--- src/rtl/wb_dma_pkg.sv ---
// Shared definitions for the Wishbone block-copy engine: FSM encoding and
// bus constants.
package wb_dma_pkg;

    typedef enum logic [2:0] {
        ST_IDLE  = 3'd0,
        ST_READ  = 3'd1,
        ST_WRITE = 3'd2,
        ST_NEXT  = 3'd3,
        ST_DONE  = 3'd4
    } dma_state_e;

    localparam logic [2:0] CTI_CLASSIC = 3'b000;
    localparam logic [2:0] CTI_INCR    = 3'b010;
    localparam logic [2:0] CTI_END     = 3'b111;
    localparam logic [3:0] WB_SEL_ALL  = 4'b1111;

endpackage

--- src/rtl/wb_dma_buf.sv ---
// Burst buffer: synchronous FIFO holding the words of one read burst until
// they are written back out. Read data is the current head (no latency), so a
// pop exposes the next word in the following cycle.
module wb_dma_buf
    import wb_dma_pkg::*;
#(
    parameter int DEPTH = 8,
    parameter int W     = 32
) (
    input  logic                     clk_i,
    input  logic                     rst_i,
    input  logic                     push_i,
    input  logic [W-1:0]             din_i,
    input  logic                     pop_i,
    output logic [W-1:0]             dout_o,
    output logic [$clog2(DEPTH):0]   level_o
);

    localparam int AW = $clog2(DEPTH);

    logic [W-1:0]  mem_q [DEPTH];
    logic [AW-1:0] wr_ptr_q, wr_ptr_d;
    logic [AW-1:0] rd_ptr_q, rd_ptr_d;
    logic [AW:0]   level_q, level_d;

    // Pointer and fill-level update; DEPTH is a power of two so pointers wrap.
    always_comb begin
        wr_ptr_d = wr_ptr_q + AW'(push_i);
        rd_ptr_d = rd_ptr_q + AW'(pop_i);
        level_d  = level_q + (AW+1)'(push_i) - (AW+1)'(pop_i);
    end

    // Pointer/level registers; reset empties the buffer.
    always_ff @(posedge clk_i) begin
        if (rst_i) begin
            wr_ptr_q <= '0;
            rd_ptr_q <= '0;
            level_q  <= '0;
        end else begin
            wr_ptr_q <= wr_ptr_d;
            rd_ptr_q <= rd_ptr_d;
            level_q  <= level_d;
        end
    end

    // Storage array; contents need no reset because level gates validity.
    always_ff @(posedge clk_i) begin
        if (push_i) begin
            mem_q[wr_ptr_q] <= din_i;
        end
    end

    // Never overfilled or drained past empty: the controller sizes bursts to DEPTH.
    always_ff @(posedge clk_i) begin
        if (!rst_i) begin
            assert (!(push_i && !pop_i && level_q == (AW+1)'(DEPTH)));
            assert (!(pop_i && level_q == '0));
        end
    end

    assign dout_o  = mem_q[rd_ptr_q];
    assign level_o = level_q;

endmodule

--- src/rtl/wb_dma_copy.sv ---
// Pipelined Wishbone block-copy engine. Copies len_i words from src to dst in
// chunks of at most BURST_LEN: read a chunk into the buffer, write it out,
// advance, repeat. cyc drops for at least one cycle between every burst.
// Handshake: a request is accepted on a cycle with stb=1 and stall=0; each
// accepted request receives exactly one ack, in order, possibly in the same
// cycle as its acceptance.
module wb_dma_copy
    import wb_dma_pkg::*;
#(
    parameter int BURST_LEN = 8,
    parameter int LEN_W     = 16
) (
    input  logic             clk_i,
    input  logic             rst_i,
    input  logic             start_i,
    input  logic [31:0]      src_addr_i,
    input  logic [31:0]      dst_addr_i,
    input  logic [LEN_W-1:0] len_i,
    output logic             busy_o,
    output logic             done_o,
    output logic [31:0]      wb_addr_o,
    output logic [31:0]      wb_dat_o,
    input  logic [31:0]      wb_dat_i,
    output logic [3:0]       wb_sel_o,
    output logic [2:0]       wb_cti_o,
    output logic             wb_cyc_o,
    output logic             wb_stb_o,
    output logic             wb_we_o,
    input  logic             wb_stall_i,
    input  logic             wb_ack_i
);

    localparam int CW = $clog2(BURST_LEN) + 1;

    dma_state_e       state_q, state_d;
    logic [31:0]      src_q, src_d, dst_q, dst_d, addr_q, addr_d;
    logic [LEN_W-1:0] rem_q, rem_d;
    logic [CW-1:0]    req_cnt_q, req_cnt_d, ack_cnt_q, ack_cnt_d, outst_q, outst_d;

    logic [CW-1:0]    burst_w;
    logic             active, cyc, stb, accept, ack_ok;
    logic             buf_push, buf_pop;
    logic [31:0]      buf_rdata;
    logic [CW-1:0]    buf_level;

    // Bus-phase decode: a burst owns the bus until all its acks are back,
    // and issues requests until all of its words have been accepted.
    always_comb begin
        burst_w = (rem_q >= LEN_W'(BURST_LEN)) ? CW'(BURST_LEN) : rem_q[CW-1:0];
        active  = (state_q == ST_READ) || (state_q == ST_WRITE);
        cyc     = active && (ack_cnt_q != burst_w);
        stb     = active && (req_cnt_q != burst_w);
        accept  = stb && !wb_stall_i;
        // A same-cycle ack may answer the request being accepted right now.
        ack_ok  = wb_ack_i && ((outst_q != '0) || accept);
        buf_push = ack_ok && (state_q == ST_READ);
        buf_pop  = accept && (state_q == ST_WRITE);
    end

    // Next-state and datapath update.
    always_comb begin
        state_d   = state_q;
        src_d     = src_q;
        dst_d     = dst_q;
        addr_d    = addr_q;
        rem_d     = rem_q;
        req_cnt_d = req_cnt_q;
        ack_cnt_d = ack_cnt_q;
        outst_d   = outst_q;
        case (state_q)
            ST_IDLE: begin
                if (start_i) begin
                    src_d   = src_addr_i & ~32'h3;
                    dst_d   = dst_addr_i & ~32'h3;
                    addr_d  = src_addr_i & ~32'h3;
                    rem_d   = len_i;
                    state_d = (len_i == '0) ? ST_DONE : ST_READ;
                end
            end
            ST_READ, ST_WRITE: begin
                if (accept) begin
                    req_cnt_d = req_cnt_q + CW'(1);
                    addr_d    = addr_q + 32'd4;
                end
                if (ack_ok) begin
                    ack_cnt_d = ack_cnt_q + CW'(1);
                end
                outst_d = outst_q + CW'(accept) - CW'(ack_ok);
                // cyc already low this cycle: burst complete, this is the gap.
                if (!cyc) begin
                    req_cnt_d = '0;
                    ack_cnt_d = '0;
                    if (state_q == ST_READ) begin
                        state_d = ST_WRITE;
                        addr_d  = dst_q;
                    end else begin
                        state_d = ST_NEXT;
                    end
                end
            end
            ST_NEXT: begin
                rem_d   = rem_q - LEN_W'(burst_w);
                src_d   = src_q + (32'(burst_w) << 2);
                dst_d   = dst_q + (32'(burst_w) << 2);
                addr_d  = src_d;
                state_d = (rem_d == '0) ? ST_DONE : ST_READ;
            end
            ST_DONE: begin
                state_d = ST_IDLE;
            end
            default: begin
                state_d = ST_IDLE;
            end
        endcase
    end

    // State and datapath registers; reset abandons any in-flight burst.
    always_ff @(posedge clk_i) begin
        if (rst_i) begin
            state_q   <= ST_IDLE;
            src_q     <= '0;
            dst_q     <= '0;
            addr_q    <= '0;
            rem_q     <= '0;
            req_cnt_q <= '0;
            ack_cnt_q <= '0;
            outst_q   <= '0;
        end else begin
            state_q   <= state_d;
            src_q     <= src_d;
            dst_q     <= dst_d;
            addr_q    <= addr_d;
            rem_q     <= rem_d;
            req_cnt_q <= req_cnt_d;
            ack_cnt_q <= ack_cnt_d;
            outst_q   <= outst_d;
        end
    end

    // Stray acks are dropped by ack_ok; flag them so a broken responder is visible.
    always_ff @(posedge clk_i) begin
        if (!rst_i) begin
            assert (!(wb_ack_i && !ack_ok));
            assert (!(buf_pop && buf_level == '0));
        end
    end

    wb_dma_buf #(
        .DEPTH (BURST_LEN),
        .W     (32)
    ) u_buf (
        .clk_i   (clk_i),
        .rst_i   (rst_i),
        .push_i  (buf_push),
        .din_i   (wb_dat_i),
        .pop_i   (buf_pop),
        .dout_o  (buf_rdata),
        .level_o (buf_level)
    );

    assign busy_o    = (state_q == ST_READ) || (state_q == ST_WRITE) || (state_q == ST_NEXT);
    assign done_o    = (state_q == ST_DONE);
    assign wb_cyc_o  = cyc;
    assign wb_stb_o  = stb;
    assign wb_we_o   = cyc && (state_q == ST_WRITE);
    assign wb_addr_o = addr_q;
    assign wb_dat_o  = (stb && state_q == ST_WRITE) ? buf_rdata : 32'h0;
    assign wb_sel_o  = stb ? WB_SEL_ALL : 4'b0000;
    assign wb_cti_o  = !stb ? CTI_CLASSIC :
                       (req_cnt_q == burst_w - CW'(1)) ? CTI_END : CTI_INCR;

endmodule

--- config.mk ---
export PLATFORM = sky130hd
export DESIGN_NAME = wb_dma_copy
export DESIGN_NICKNAME = d
export VERILOG_FILES = /design/src/rtl/wb_dma_pkg.sv /design/src/rtl/wb_dma_buf.sv /design/src/rtl/wb_dma_copy.sv
export SDC_FILE = /design/constraint.sdc
export NUM_CORES = 1
export LEC_CHECK = 0
export ABC_AREA = 1
export BUFFER_PORTS_ARGS = -buffer_cell sky130_fd_sc_hd__buf_2
export CAP_MARGIN = 0
export CORE_MARGIN = 2
export CORE_UTILIZATION = 55
export CTS_BUF_LIST = sky130_fd_sc_hd__clkbuf_16
export CTS_CLUSTER_DIAMETER = 80
export CTS_CLUSTER_SIZE = 8
export DETAILED_ROUTE_END_ITERATION = 10
export PLACE_DENSITY = 0.78
export SLEW_MARGIN = 20
export SYNTH_ARGS = -nofsm -noshare
export SYNTH_HDL_FRONTEND = slang
export SYNTH_HIERARCHICAL = 1
export SYNTH_SLANG_ARGS = --single-unit
--- constraint.sdc ---
create_clock -name clk_i -period 3.7 [get_ports clk_i]
set_clock_uncertainty 0.15 [all_clocks]
set_input_delay 0.37 -clock clk_i [delete_from_list [all_inputs] [get_ports clk_i]]
set_output_delay 0.37 -clock clk_i [all_outputs]
set_load 0.01 [all_outputs]
# Word level (Yosys, flattened, before mapping)
# Memory sizes are Yosys's and may differ from the RTL's. A register that Yosys moved wholly into a read port is not among the register bits.
# Cells that the tools add are included.
# word_totals
in_bits	117
ff_bits	133
n_memories	1
ramBits	256
wordCells	86
# classes
magnitude_cmp	1
n_mux	28
n_eq_ne	11
reduce_logical	24
add_sub_neg	11
# memory_table
memory	words	width	rd	rd_clocked_by_memory_dff	write_ports	line_no	source
u_buf.mem_q	8	32	1	1	1	wb_dma_buf.sv:21	logic [W-1:0] mem_q [DEPTH];
# ops
op	n
two-way mux 32 bit	6
case mux 32 bit (2 select lines)	2
case mux 32 bit (3 select lines)	1
adder 32 x 6 -> 32 bit	2
adder 32 x 3 -> 32 bit (second input constant)	1
logical NOT 16 bit	2
case mux 16 bit (2 select lines)	1
two-way mux 4 bit	6
two-way mux 3 bit	7
greater-or-equal comparator 16 x 4 -> 1 bit (second input constant)	1
two-way mux 16 bit	1
subtractor 16 x 4 -> 16 bit	1
AND reduction 2 bit	5
case mux 3 bit (3 select lines)	1
adder 4 x 1 -> 4 bit (second input constant)	2
logical AND 1 bit	8
inequality test 4 bit	2
adder 3 x 1 -> 3 bit	2
== test 3 x 2 -> 1 bit (second input constant)	2
adder 4 x 1 -> 4 bit	1
== test 4 bit	1
inequality test 2 x 1 -> 1 bit (second input constant)	2
inequality test 2 bit (second input constant)	2
nonzero test 4 bit	1
11 further kinds	15

# Logic depth before layout (Yosys ltp)
# depth
word_depth	10
depth_mapped	21

# Modules after synthesis
# Netlist, hierarchy kept.
# modules_own_cells
module	cells_each	instances	seq_area_each_um2	area_each_um2
wb_dma_buf	1181	1	7887.6	11706.2
wb_dma_copy	1522	1	2442.3	9345.2

# Worst setup path before layout
# No wires, ideal clock.
# synth_timing
path_type	reg-to-reg
start	register rem_q[10]
end	memory u_buf.mem_q[1][0], enable pin
path_buffers	0
arrival_time_ps	3313
stages_incl_launch_ff	15
setup_slack_ps	-185
setup_time_ps	421
cell_sequence	dfxtp_1 > nor2_1 > nand2_1 > nor2_2 > nand2_8 > nor2_4 > xor2_1 > nor2_1 > nand2_4 > nand3b_4 > nand2_1 > nand2_1 > nor2_1 > nand2_1 > nor2_1
# synth_between
elab_chain_cells	10
# synth_lines
item	line_no	source
start: declaration	wb_dma_copy.sv:37	logic [LEN_W-1:0] rem_q, rem_d;
start signal: assignment	wb_dma_copy.sv:133	rem_q <= rem_d;
greater-or-equal comparator 16 x 4 -> 1 bit	wb_dma_copy.sv:49	burst_w = (rem_q >= LEN_W'(BURST_LEN)) ? CW'(BURST_LEN) : rem_q[CW-1:0];
two-way mux 4 bit	wb_dma_copy.sv:49	
inequality test 4 bit	wb_dma_copy.sv:52	stb = active && (req_cnt_q != burst_w);
logical AND 1 bit	wb_dma_copy.sv:52	
logical AND 1 bit	wb_dma_copy.sv:53	accept = stb && !wb_stall_i;
logical OR 1 bit	wb_dma_copy.sv:55	ack_ok = wb_ack_i && ((outst_q != '0) || accept);
logical AND 1 bit	wb_dma_copy.sv:55	
logical AND 1 bit	wb_dma_copy.sv:56	buf_push = ack_ok && (state_q == ST_READ);
named net buf_push	wb_dma_copy.sv:42	logic buf_push, buf_pop;
two-way mux 1 bit	wb_dma_buf.sv:48	if (push_i) begin
two-way mux 1 bit (implied by the code)	wb_dma_buf.sv:49	mem_q[wr_ptr_q] <= din_i;
end: declaration	wb_dma_buf.sv:21	
# The timed path passes the listed nets, and every way through them passes these cells.

# Worst setup path in the final report
# layout_timing
start	register rem_q[4]
end	memory u_buf.mem_q[7][3], enable pin
# The elaborated chain is that of the path after synthesis.

==> results.json <==
{
  "placed_area_um2": 22220,
  "path_clk_slew_ns": 0.06,
  "cts_buffer_depth": 3,
  "preCtsSetupSlack_ns": 0.03956,
  "drive_gt1_share_pct": 12.18,
  "clk_latency_ns": 0.60,
  "clock.fmax_mhz": 288.4,
  "timing.slew.headroom_pct": 24.85,
  "core_um2": 37490,
  "placementRows": 71,
  "swShare_pct": 35.29,
  "setup_tns_ns": 0,
  "setup_viol": 0,
  "crit_type": "flop to flop",
  "syn2layout_area_growth_pct": 19.42,
  "layout.cells.non_filler": 3477,
  "power_frac_clock_pct": 32.5,
  "ios": 193,
  "antenna_found_initial": 1,
  "start_kind": "flop",
  "tritoncts.num_buffers": 54,
  "finalHoldViolCount": 0,
  "worstSetupEndpointType": "flop",
  "critPathBufInv": 2,
  "drc_errors": 0,
  "dpl.cell_count": 3297,
  "syn_area_per_cell_um2": 7.793,
  "dpl.hpwl_um": 39310,
  "tightestPinTransition_ns": 1.126,
  "die-area_um2": 39390,
  "dieWidth_um": 198.5,
  "max-vdd-ir-drop_mv": 0.3865,
  "avgRoutedWirePerCell_um": 17.62,
  "place_congestion": 0.9801,
  "drtAntennaViolNets": 0,
  "grt_pass1_vias": 18420,
  "drt-total-wl_um": 61260,
  "hold_path_class": "input pin to flop",
  "rsz0062_at_grt": "no",
  "layout_setup_ws_ns": 0.2332,
  "via_per_inst": 5.449,
  "p_leak_nw": 11.33,
  "crit_arrival_ns": 3.57,
  "grt_max_degree": 81,
  "slowest_stage": "dfxtp_1",
  "p_sw_mw": 4.865,
  "period_minus_slack_ns": 3.467,
  "start_util_pct": 55.48,
  "combPwrFrac_pct": 27.9,
  "fin_area_um2": 24840,
  "grt_usage_pct": 31.08,
  "clock_sinks": 384,
  "vias": 18950,
  "drtIter0Drc": 1698,
  "die_y_um": 198.5,
  "critPathMaxStageDelay_ns": 0.37,
  "worstPathRequired_ns": 3.81,
  "h-tree-depth": 2,
  "p_per_area_nw_per_um2": 555.0,
  "outcome": "finished clean",
  "syn-num-nets": 2811,
  "fin_crit_sh_pct": 93.70,
  "p_seq_share_pct": 39.6,
  "grt_pass1_wl_um": 95440,
  "cts_tree": "yes",
  "slew_violations": 0,
  "intPower_mw": 8.921,
  "port_buffers": 188,
  "cap_violations": 0,
  "firstDrtPassIters": 6,
  "nets": 3088,
  "crit_fanout": 20,
  "synth_area_um2": 20800,
  "yosys_warnings": 6,
  "crit_family": "simple AND/OR/NAND/NOR gates",
  "clockRootBuffer": "clkbuf_16",
  "gr-total-overflow": 0,
  "synthCells": 2669,
  "crit_chain": "nor2_4 > nand2_2 > nor2_4 > nand2_8 > buf_4 > nor2_8 > xor2_2 > nor2_2 > nand2_4 > nand3b_4 > nand2_1 > nand2_1 > nor2_1 > nand2_1 > nor2_4 > buf_4"
}
-- power by group through the flow --
stage	Clock, mW	Sequential, mW	Combinational [mW]
3_3_place_gp	0	5.50	3.58
6_report	4.48	5.46	3.85
5_1_grt	4.72	5.50	4.23
4_1_cts	4.52	5.43	3.77
3_5_place_dp	0	5.51	3.65
2_1_floorplan	0	5.41	2.49
-- sequential cells by signal (all words and copies together), names as in the netlist --
name,cells
outst_q,4
state_q,3
src_q,30
wb_addr_o,31
rem_q,16
u_buf/mem_q,256
dst_q,30
ack_cnt_q,4
u_buf/wr_ptr_q,3
u_buf/rd_ptr_q,3
req_cnt_q,4
-- worst register-to-register path: stages, from the launching register on --
cell and delay (ns):
dfxtp_1 0.37, nor2_4 0.17, nand2_2 0.10, nor2_4 0.14, nand2_8 0.13, buf_4 0.19, nor2_8 0.14, xor2_2 0.20
nor2_2 0.07, nand2_4 0.11, nand3b_4 0.08, nand2_1 0.08, nand2_1 0.08, nor2_1 0.27, nand2_1 0.32, nor2_4 0.17
buf_4 0.36
-- cell usage in the layout, fill, tap and decap left out, types with 49 or more instances in the layout --
cell type / instances
clkbuf_16: 54
o21ai_0: 145
edfxtp_1: 256
nand2_1: 761
buf_2: 188
nand3_1: 186
dlygate4sd3_1: 104
nor2_1: 160
inv_1: 469
buf_4: 49
dfxtp_1: 126
a21oi_1: 135
-- metal layers --
layer  track usage [%]  up-vias  wire length, um
met4             14.01        0             2414
met5                 0        -                0
met1             37.45     8808            23430
met2             54.54      860            30270
li1                  -     9129                -
met3             5.358      150             5145
-- final timing paths --
check                 start           endpoint  slack (ns)  cells after the start
max                rem_q[4]  u_buf/mem_q[7][3]        0.23                     16
min          dst_addr_i[28]          dst_q[28]        0.03                      5
max reg2reg        rem_q[4]  u_buf/mem_q[7][3]        0.23                     16
min reg2reg    wb_addr_o[0]       wb_addr_o[0]        0.31                      2
-- through the flow --
stage,hold slack (ns),utilization [%],total power [mW]
2_1_floorplan,0.3052,-,7.899
3_5_place_dp,0.3122,59.27,9.160
6_report,0.03419,66.26,13.79
3_3_place_gp,0.3076,59.27,9.082
5_1_grt,0.05623,66.26,14.45
4_1_cts,0.0007377,66.09,13.73
-- cell type report --
type	count	area (um^2)
fillers	3055	12650
well taps	511	639.4
clock buffers	54	1351
multi-input cells	1703	8287
repair buffers	345	2421
inverters	458	1720
clock inverters	21	163.9
flip-flops and latches	384	10250
diodes	1	2.502
-- what timing repair did --
item / in CTS / in global routing
hold buffers: 104 / 0
buffers inserted: 0 / 0
hold endpoints to repair: 348 / 0
setup endpoints to repair: 0 / 110
gates resized for setup: 0 / 16
Power figures use the tool's default switching activity.
